--- src/rtl/if_stage_pkg.sv ---
// rtl/if_stage_pkg.sv - shared constants, fetch state encoding and PC helpers for the IF stage
package if_stage_pkg;

    localparam int WORD_W = 32;

    localparam logic [WORD_W-1:0] NOP_INSTR_DEF = 32'h0000_0013;
    localparam logic [WORD_W-1:0] RESET_PC_DEF  = 32'h0000_0000;

    typedef enum logic [1:0] {
        FETCH   = 2'd0,
        STALLED = 2'd1,
        DRAIN   = 2'd2
    } fetch_state_t;

    // Redirect targets are forced word-aligned; there is no misalignment trap.
    function automatic logic [WORD_W-1:0] align_word(input logic [WORD_W-1:0] addr);
        return addr & ~WORD_W'(3);
    endfunction

endpackage

--- src/rtl/if_stage_if.sv ---
// rtl/if_stage_if.sv - instruction-memory request/response bundle between IF stage and imem
interface if_stage_if;
    import if_stage_pkg::*;

    logic              imem_req;
    logic [WORD_W-1:0] imem_addr;
    logic              imem_ready;
    logic [WORD_W-1:0] imem_rdata;

    modport master (
        output imem_req,
        output imem_addr,
        input  imem_ready,
        input  imem_rdata
    );

    modport slave (
        input  imem_req,
        input  imem_addr,
        output imem_ready,
        output imem_rdata
    );

endinterface

--- src/rtl/if_stage_if_id_reg.sv ---
// rtl/if_stage_if_id_reg.sv - IF/ID pipeline register with enable, flush-to-NOP and sync reset
module if_stage_if_id_reg
    import if_stage_pkg::*;
#(
    parameter logic [WORD_W-1:0] NOP_INSTR = NOP_INSTR_DEF
) (
    input  logic              clk,
    input  logic              reset,
    input  logic              en,
    input  logic              flush,
    input  logic [WORD_W-1:0] instr_d,
    input  logic [WORD_W-1:0] pc_d,
    output logic [WORD_W-1:0] instr_q,
    output logic [WORD_W-1:0] pc_q
);

    // A flush only replaces the instruction; the PC field keeps its last value.
    always_ff @(posedge clk) begin
        if (reset) begin
            instr_q <= NOP_INSTR;
            pc_q    <= '0;
        end else if (flush) begin
            instr_q <= NOP_INSTR;
        end else if (en) begin
            instr_q <= instr_d;
            pc_q    <= pc_d;
        end
    end

endmodule

--- src/rtl/if_stage.sv ---
// rtl/if_stage.sv - RISC-V instruction fetch stage: PC, imem handshake FSM and IF/ID register
module if_stage
    import if_stage_pkg::*;
#(
    parameter logic [WORD_W-1:0] RESET_PC  = RESET_PC_DEF,
    parameter logic [WORD_W-1:0] NOP_INSTR = NOP_INSTR_DEF
) (
    input  logic              clk,
    input  logic              reset,
    input  logic              IFWrite,
    input  logic              Branch,
    input  logic              Jump,
    input  logic [WORD_W-1:0] JumpAddr,
    if_stage_if.master        bus,
    output logic [WORD_W-1:0] Instruction_id,
    output logic [WORD_W-1:0] PC_id
);

    fetch_state_t      state, state_n;
    logic [WORD_W-1:0] pc, pc_n;
    logic [WORD_W-1:0] redir_pc, redir_pc_n;
    logic [WORD_W-1:0] buf_word, buf_word_n;
    logic              ifid_en, ifid_flush;
    logic [WORD_W-1:0] ifid_instr;
    logic              redirect;

    // A stall outranks a redirect: decode re-evaluates the branch with fresh operands.
    assign redirect = (Branch | Jump) & IFWrite;

    assign bus.imem_addr = pc;
    assign bus.imem_req  = ~reset & (state != STALLED);

    always_ff @(posedge clk) begin
        if (reset) begin
            state    <= FETCH;
            pc       <= RESET_PC;
            redir_pc <= '0;
            buf_word <= '0;
        end else begin
            state    <= state_n;
            pc       <= pc_n;
            redir_pc <= redir_pc_n;
            buf_word <= buf_word_n;
        end
    end

    always_comb begin
        state_n    = state;
        pc_n       = pc;
        redir_pc_n = redir_pc;
        buf_word_n = buf_word;
        ifid_en    = 1'b0;
        ifid_flush = 1'b0;
        ifid_instr = bus.imem_rdata;
        case (state)
            FETCH: begin
                if (bus.imem_ready) begin
                    if (redirect) begin
                        ifid_flush = 1'b1;
                        pc_n       = align_word(JumpAddr);
                    end else if (IFWrite) begin
                        ifid_en = 1'b1;
                        pc_n    = pc + WORD_W'(4);
                    end else begin
                        buf_word_n = bus.imem_rdata;
                        state_n    = STALLED;
                    end
                end else if (redirect) begin
                    ifid_flush = 1'b1;
                    redir_pc_n = JumpAddr;
                    state_n    = DRAIN;
                end else if (IFWrite) begin
                    ifid_flush = 1'b1;
                end
            end
            STALLED: begin
                if (IFWrite) begin
                    state_n = FETCH;
                    if (redirect) begin
                        ifid_flush = 1'b1;
                        pc_n       = align_word(JumpAddr);
                    end else begin
                        ifid_en    = 1'b1;
                        ifid_instr = buf_word;
                        pc_n       = pc + WORD_W'(4);
                    end
                end
            end
            DRAIN: begin
                // The stale response is dropped; IF/ID already holds the NOP from entry.
                if (bus.imem_ready) begin
                    pc_n    = align_word(redir_pc);
                    state_n = FETCH;
                end
            end
            default: state_n = FETCH;
        endcase
    end

    if_stage_if_id_reg #(
        .NOP_INSTR(NOP_INSTR)
    ) u_if_id_reg (
        .clk     (clk),
        .reset   (reset),
        .en      (ifid_en),
        .flush   (ifid_flush),
        .instr_d (ifid_instr),
        .pc_d    (pc),
        .instr_q (Instruction_id),
        .pc_q    (PC_id)
    );

endmodule

--- src/flat_wrapper.sv ---
// flat-port wrapper written by rule: the top's interface ports become plain ports
module if_stage_flat import if_stage_pkg::*;
#(
    parameter logic [WORD_W-1:0] RESET_PC  = RESET_PC_DEF,
    parameter logic [WORD_W-1:0] NOP_INSTR = NOP_INSTR_DEF
)
  (clk, reset, IFWrite, Branch, Jump, JumpAddr, Instruction_id, PC_id, bus_imem_req, bus_imem_addr, bus_imem_ready, bus_imem_rdata);
  if_stage_if bus_i ();
  input  logic clk;
  input  logic reset;
  input  logic IFWrite;
  input  logic Branch;
  input  logic Jump;
  input  logic [WORD_W-1:0] JumpAddr;
  output logic [WORD_W-1:0] Instruction_id;
  output logic [WORD_W-1:0] PC_id;
  output wire logic [$bits(bus_i.imem_req)-1:0] bus_imem_req;
  output wire logic [$bits(bus_i.imem_addr)-1:0] bus_imem_addr;
  input wire logic [$bits(bus_i.imem_ready)-1:0] bus_imem_ready;
  input wire logic [$bits(bus_i.imem_rdata)-1:0] bus_imem_rdata;
  assign bus_imem_req = bus_i.imem_req;
  assign bus_imem_addr = bus_i.imem_addr;
  assign bus_i.imem_ready = bus_imem_ready;
  assign bus_i.imem_rdata = bus_imem_rdata;
  if_stage #(.RESET_PC(RESET_PC), .NOP_INSTR(NOP_INSTR)) u_core (.clk(clk), .reset(reset), .IFWrite(IFWrite), .Branch(Branch), .Jump(Jump), .JumpAddr(JumpAddr), .bus(bus_i), .Instruction_id(Instruction_id), .PC_id(PC_id));
endmodule
--- config.mk ---
export PLATFORM = sky130hd
export DESIGN_NAME = if_stage_flat
export DESIGN_NICKNAME = d
export VERILOG_FILES = /design/src/rtl/if_stage_pkg.sv /design/src/rtl/if_stage_if.sv /design/src/rtl/if_stage_if_id_reg.sv /design/src/rtl/if_stage.sv /design/src/flat_wrapper.sv
export SDC_FILE = /design/constraint.sdc
export NUM_CORES = 1
export LEC_CHECK = 0
export CAP_MARGIN = 20
export CORE_ASPECT_RATIO = 0.6
export CORE_MARGIN = 4
export CORE_UTILIZATION = 50
export CTS_CLUSTER_DIAMETER = 200
export DETAILED_ROUTE_END_ITERATION = 6
export GPL_ROUTABILITY_DRIVEN = 0
export PLACE_DENSITY = 0.87
export SETUP_SLACK_MARGIN = 0.15
export SLEW_MARGIN = 5
export SYNTH_ARGS = -nofsm -noshare
export SYNTH_HDL_FRONTEND = slang
export SYNTH_SLANG_ARGS = --single-unit
--- constraint.sdc ---
create_clock -name clk -period 3.6 [get_ports clk]
set_clock_uncertainty 0.2 [all_clocks]
set_input_delay 0.9 -clock clk [delete_from_list [all_inputs] [get_ports clk]]
set_output_delay 0.9 -clock clk [all_outputs]
set_load 0.02 [all_outputs]
# --- Word-level counts from Yosys, hierarchy flattened ---
# Index checks and enable logic that the tools add are counted.
op_classes:
  add_sub_neg: 1
  n_mul: 0
  div: 0
  order_cmp: 0
  n_eq_ne: 10
  shifts: 0
  mux: 28
  bitwise_logic: 8
  n_reduce_logical: 8
ops:
  columns: ["operator", "n"]
  rows:
  - ["$mux W32", 9]
  - ["$pmux W32 S3", 1]
  - ["$add A32 B3 Y32 const B", 1]
  - ["$mux W2", 6]
  - ["$reduce_and A5 Y1", 2]
  - ["$mux W1", 9]
  - ["$ne A3 B2 Y1 const B", 3]
  - ["$ne A2 B2 Y1 const B", 3]
  - ["$pmux W2 S3", 1]
  - ["$not A1 Y1", 5]
  - ["$pmux W1 S2", 2]
  - ["$reduce_and A4 Y1", 1]
  - ["$ne A3 B3 Y1 const B", 1]
  - ["$reduce_and A3 Y1", 1]
  - ["$reduce_bool A3 Y1", 1]
  - ["$and A1 B1 Y1", 2]
  - ["$eq A2 B1 Y1 const B", 1]
  - ["$eq A2 B2 Y1 const B", 1]
  - ["$logic_not A2 Y1", 1]
  - ["$ne A2 B1 Y1 const B", 1]
  - ["$reduce_and A2 Y1", 1]
  - ["$reduce_or A2 Y1", 1]
  - ["$or A1 B1 Y1", 1]
word_totals:
  reg_bits: 162
  latch_bits: 0
  mem_bits_rw: 0
  mem_bits_ro: 0
  out_inout_bits: 97
  elab_cells: 61
  mem_count: 0

# --- Longest topological paths before layout ---
depth:
  depth_word: 7
  depth_mapped: 9
  depth_no_buf: 6

# --- Modules after synthesis ---
# From an unflattened synthesis, not the netlist that was laid out.
unflattened:
  cells_unflattened: 893
  area_unflattened_um2: 7657.3
modules_own_cells:
  columns: ["module", "instances", "cells_each", "area_each_um2", "seq_area_each_um2"]
  rows:
  - ["if_stage", 1, 643, 5014.8, 1881.8]
  - ["if_stage_if_id_reg", 1, 250, 2642.5, 1281.2]

# --- Worst setup path before layout ---
# Ideal clock, no wire load.
synth_timing:
  kind: "in2out"
  startpoint: "in reset"
  endpoint: "out bus_imem_req"
  t_arrival_ns: 1.878
  t_required_ns: 2.500
  setup_slack_ns: 0.622
  stages: 4
  n_path_buf: 3
  path_cell_list: "clkbuf_1 -> clkbuf_1 -> buf_1 -> a21oi_1"
synth_between:
  elab_chain_cells: 2
synth_rtl:
  columns: ["item", "line_no", "source"]
  rows:
  - ["start: declaration", "flat_wrapper.sv:10", "input logic reset;"]
  - ["$not A1 Y1", "if_stage.sv:31", "assign bus.imem_req = ~reset & (state != STALLED);"]
  - ["$and A1 B1 Y1", "if_stage.sv:31", null]
  - ["end: declaration", "flat_wrapper.sv:17", "output wire logic [$bits(bus_i.imem_req)-1:0] bus_imem_req;"]
# Every way passes these cells.

# --- Worst setup path after layout ---
layout_timing:
  startpoint: "reg u_core.state[1]"
  endpoint: "out bus_imem_req"
layout_between:
  elab_chain_cells: 2
layout_rtl:
  columns: ["item", "line_no", "source"]
  rows:
  - ["start: declaration", "if_stage.sv:19", "fetch_state_t state, state_n;"]
  - ["start signal: assignment", "if_stage.sv:40", "state <= state_n;"]
  - ["$ne A2 B1 Y1", "if_stage.sv:31", null]
  - ["$and A1 B1 Y1", "if_stage.sv:31", null]
# Every way passes these cells.

==> impl_metrics.csv <==
group,metric,value,unit
outcome,outcome,"completed",
clock_tree,h-tree-depth,4,
sta,drv_slew,0,
layout,antenna_cells,0,
sta,post-route-min-period,3010,ps
sta,fmax,332,MHz
worst_setup_path,critPathMaxStageDelay,640,ps
grt,grt_max_degree,77,
route,vias_per_cell,5.96,
worst_setup_path,worstSetupEndpointType,"primary output",
die,dieArea,15600,µm²
worst_setup_path,crit_chain,"inv_1, a21oi_1, clkdlybuf4s50_1",
die,core-area,13100,µm²
grt,grt_pass1_wl,34.6,mm
route,top_layer,"met5",
worst_setup_path,critPathBufInv,2,
clock_tree,cts_sinks,156,
sta,setup_tns,0,ps
yosys,synth_cells,895,
sta,worstMarginPinSlew,857,ps
min_path,hold_path.class,"reg -> reg",
clock_tree,cts_buffers,17,
pwr,power.density,474,nW/µm²
route,vias,7189,
die,ios,167,
route,wl_met3,3.05,mm
route,wl_met1,10.1,mm
flow_run,maxCapViolCount,0,
yosys,syn_avg_cell_area,7.62,µm²
yosys,ys.warnings.count,0,
sta,finalCritPeriodShare,0.837,
worst_setup_path,arrival,1910,ps
yosys,ys_types,53,
clock_tree,cts_resized,0,
worst_setup_path,crit_type,"reg -> out",
yosys,syn-cell-area,6820,µm²
sta,fin_ws,587,ps
layout,drive_gt1_frac,0.0771,
clock_tree,cts_setup_buffers,0,
die,die_x,159,µm
worst_setup_path,startpoint_type,"flip-flop",
yosys,synth_top_flop_cell,"dfxtp_1",
sta,whs,250,ps
route,dr.pass1.iters,6,
route,dr.first_iter.drc_count,994,
pwr,leakage,0.00310,µW
worst_setup_path,cp_max_fo,9,
place,place_ws,552,ps
yosys,synth_seq_cells,156,
die,rows,32,
pwr,ir_drop,324,µV
clock_tree,root_buffer,"clkbuf_16",
worst_setup_path,cp_top_family,"buffers and inverters",
sta,relSlewSlack,0.429,
place,dpl_cell_area,8580,µm²
worst_setup_path,critPathRequiredTime,2500,ps
layout,nNetsFinal,1095,
sta,finalHoldViolCount,0,
grt,track_usage,0.273,
grt,antenna_found_initial,1,
route,drc,0,
route,routedWlPerCell,18.4,µm
clock_tree,cts.hold.buffers_added,0,
place,hpwlAfterDp,14.9,mm
route,wl,22.3,mm
sta,rsz0062_at_grt,"false",
clock_tree,clk_latency,420,ps
layout,design_area,9190,µm²
clock_tree,clk_pin_slew,70,ps
route,ant_nets,0,
clock_tree,cts_tree,"done",
yosys,synth_edf_count,0,
sta,finalSetupViolCount,0,
die,initial_core_util,0.521,
grt,grt-ovfl-total,0,
place,portBuffers,160,
grt,grt_pass1_vias,6352,
worst_setup_path,crit_path_top_delay_cell,"clkdlybuf4s50_1",
yosys,async_flop_share,0,
clock_tree,clockBufferDepth,2,
layout,area_growth,34.7,%
yosys,synth-seq-area-share,0.458,
route,dr_wl_met2,8.79,mm
pwr,p_total,4360,µW
die,die_y,98.5,µm
==> power by group <==
group	switching, µW	total [µW]	internal [µW]
Clock	756	1860	1100
Combinational	360	618	258
Sequential	79.6	1880	1800
Total	1200	4360	3160
==> cell usage in the layout (no fill, tap or decap), types with 6 or more instances in the layout <==
cell type and count:
a21oi_1 141, a31oi_1 11, dfxtp_1 156, nand4_1 7
o221a_2 6, nor4_1 9, o221ai_1 30, buf_4 30
nor3_1 18, clkbuf_16 17, nand3_1 31, nand2_1 252
o21ai_0 26, a211oi_1 20, clkdlybuf4s50_1 159, nor2_1 29
and3_1 7
==> routing by layer <==
layer / track usage / vias to the layer above
li1: - / 3391
met1: 0.406 / 3305
met2: 0.369 / 450
met3: 0.0995 / 41
met4: 0.0767 / 2
met5: 0 / -
==> cell usage after synthesis (3+ instances only) <==
master	instances	area share
nand2_1	253	0.14
dfxtp_1	156	0.46
a21oi_1	141	0.10
clkbuf_1	69	0.038
nand3_1	31	0.023
nor2_1	30	0.017
o221ai_1	30	0.039
o21ai_0	26	0.019
a211oi_1	21	0.023
nor3_1	18	0.013
a31oi_1	11	0.010
nor4_1	9	0.0083
and3_1	7	0.0064
nand4_1	7	0.0064
o221a_2	6	0.0099
or3_1	5	0.0046
xnor2_1	5	0.0064
a211o_1	4	0.0051
buf_2	4	0.0029
buf_4	4	0.0044
clkbuf_2	4	0.0029
inv_1	4	0.0022
a21o_1	3	0.0033
a311oi_1	3	0.0039
o21a_1	3	0.0033
o22ai_1	3	0.0028
xor2_1	3	0.0039
==> stage by stage <==
step / utilization / cells
finish: 0.702 / 1207
detailed placement: 0.655 / 1175
global route: 0.702 / 1207
global placement: 0.655 / 1175
floorplan: - / 898
CTS: 0.702 / 1207
==> layout make-up <==
type	instances	area, µm²
clock buffers	17	425
multi-input cells	653	3380
fillers	1054	3900
clock inverters	15	188
inverters	6	22.5
flip-flops and latches	156	3120
well taps	170	213
repair buffers	190	1840
==> sequential cells by signal (all words and copies together) (netlist names) <==
name                        flops
u_core.buf_word                32
u_core.bus.imem_addr           30
u_core.redir_pc                30
u_core.state                    2
u_core.u_if_id_reg.instr_q     32
u_core.u_if_id_reg.pc_q        30
==> cells by family (layout without fill, tap and decap cells) <==
| group | after synthesis | after routing | synth area share |
|---|---|---|---|
| buffers and inverters | 89 | 228 | 0.0526 |
| adder cells (fa/ha/maj) | 1 | 1 | 0.00183 |
| flip-flops | 156 | 156 | 0.458 |
| multiplexers | 1 | 1 | 0.00147 |
| AND/OR/NAND/NOR | 376 | 376 | 0.238 |
| other | 1 | 4 | 0.000550 |
| XOR/XNOR | 8 | 8 | 0.0103 |
| AO/OA/AOI/OAI | 263 | 263 | 0.238 |
==> final timing paths <==
check,end,slack [ps],depth (start not counted),start
hold reg to reg,u_core.u_if_id_reg.instr_q[22],250,2,u_core.u_if_id_reg.instr_q[22]
hold / removal,u_core.u_if_id_reg.instr_q[22],250,2,u_core.u_if_id_reg.instr_q[22]
setup reg to reg,u_core.bus.imem_addr[28],810,6,u_core.bus.imem_addr[5]
setup / recovery,bus_imem_req,590,3,u_core.state[1]
==> tightest hold or removal path: stages, from the launching register on <==
cell	delay (ps)
dfxtp_1	310
nand2_1	50
a21oi_1	50
(Power assumes the default switching activity.)
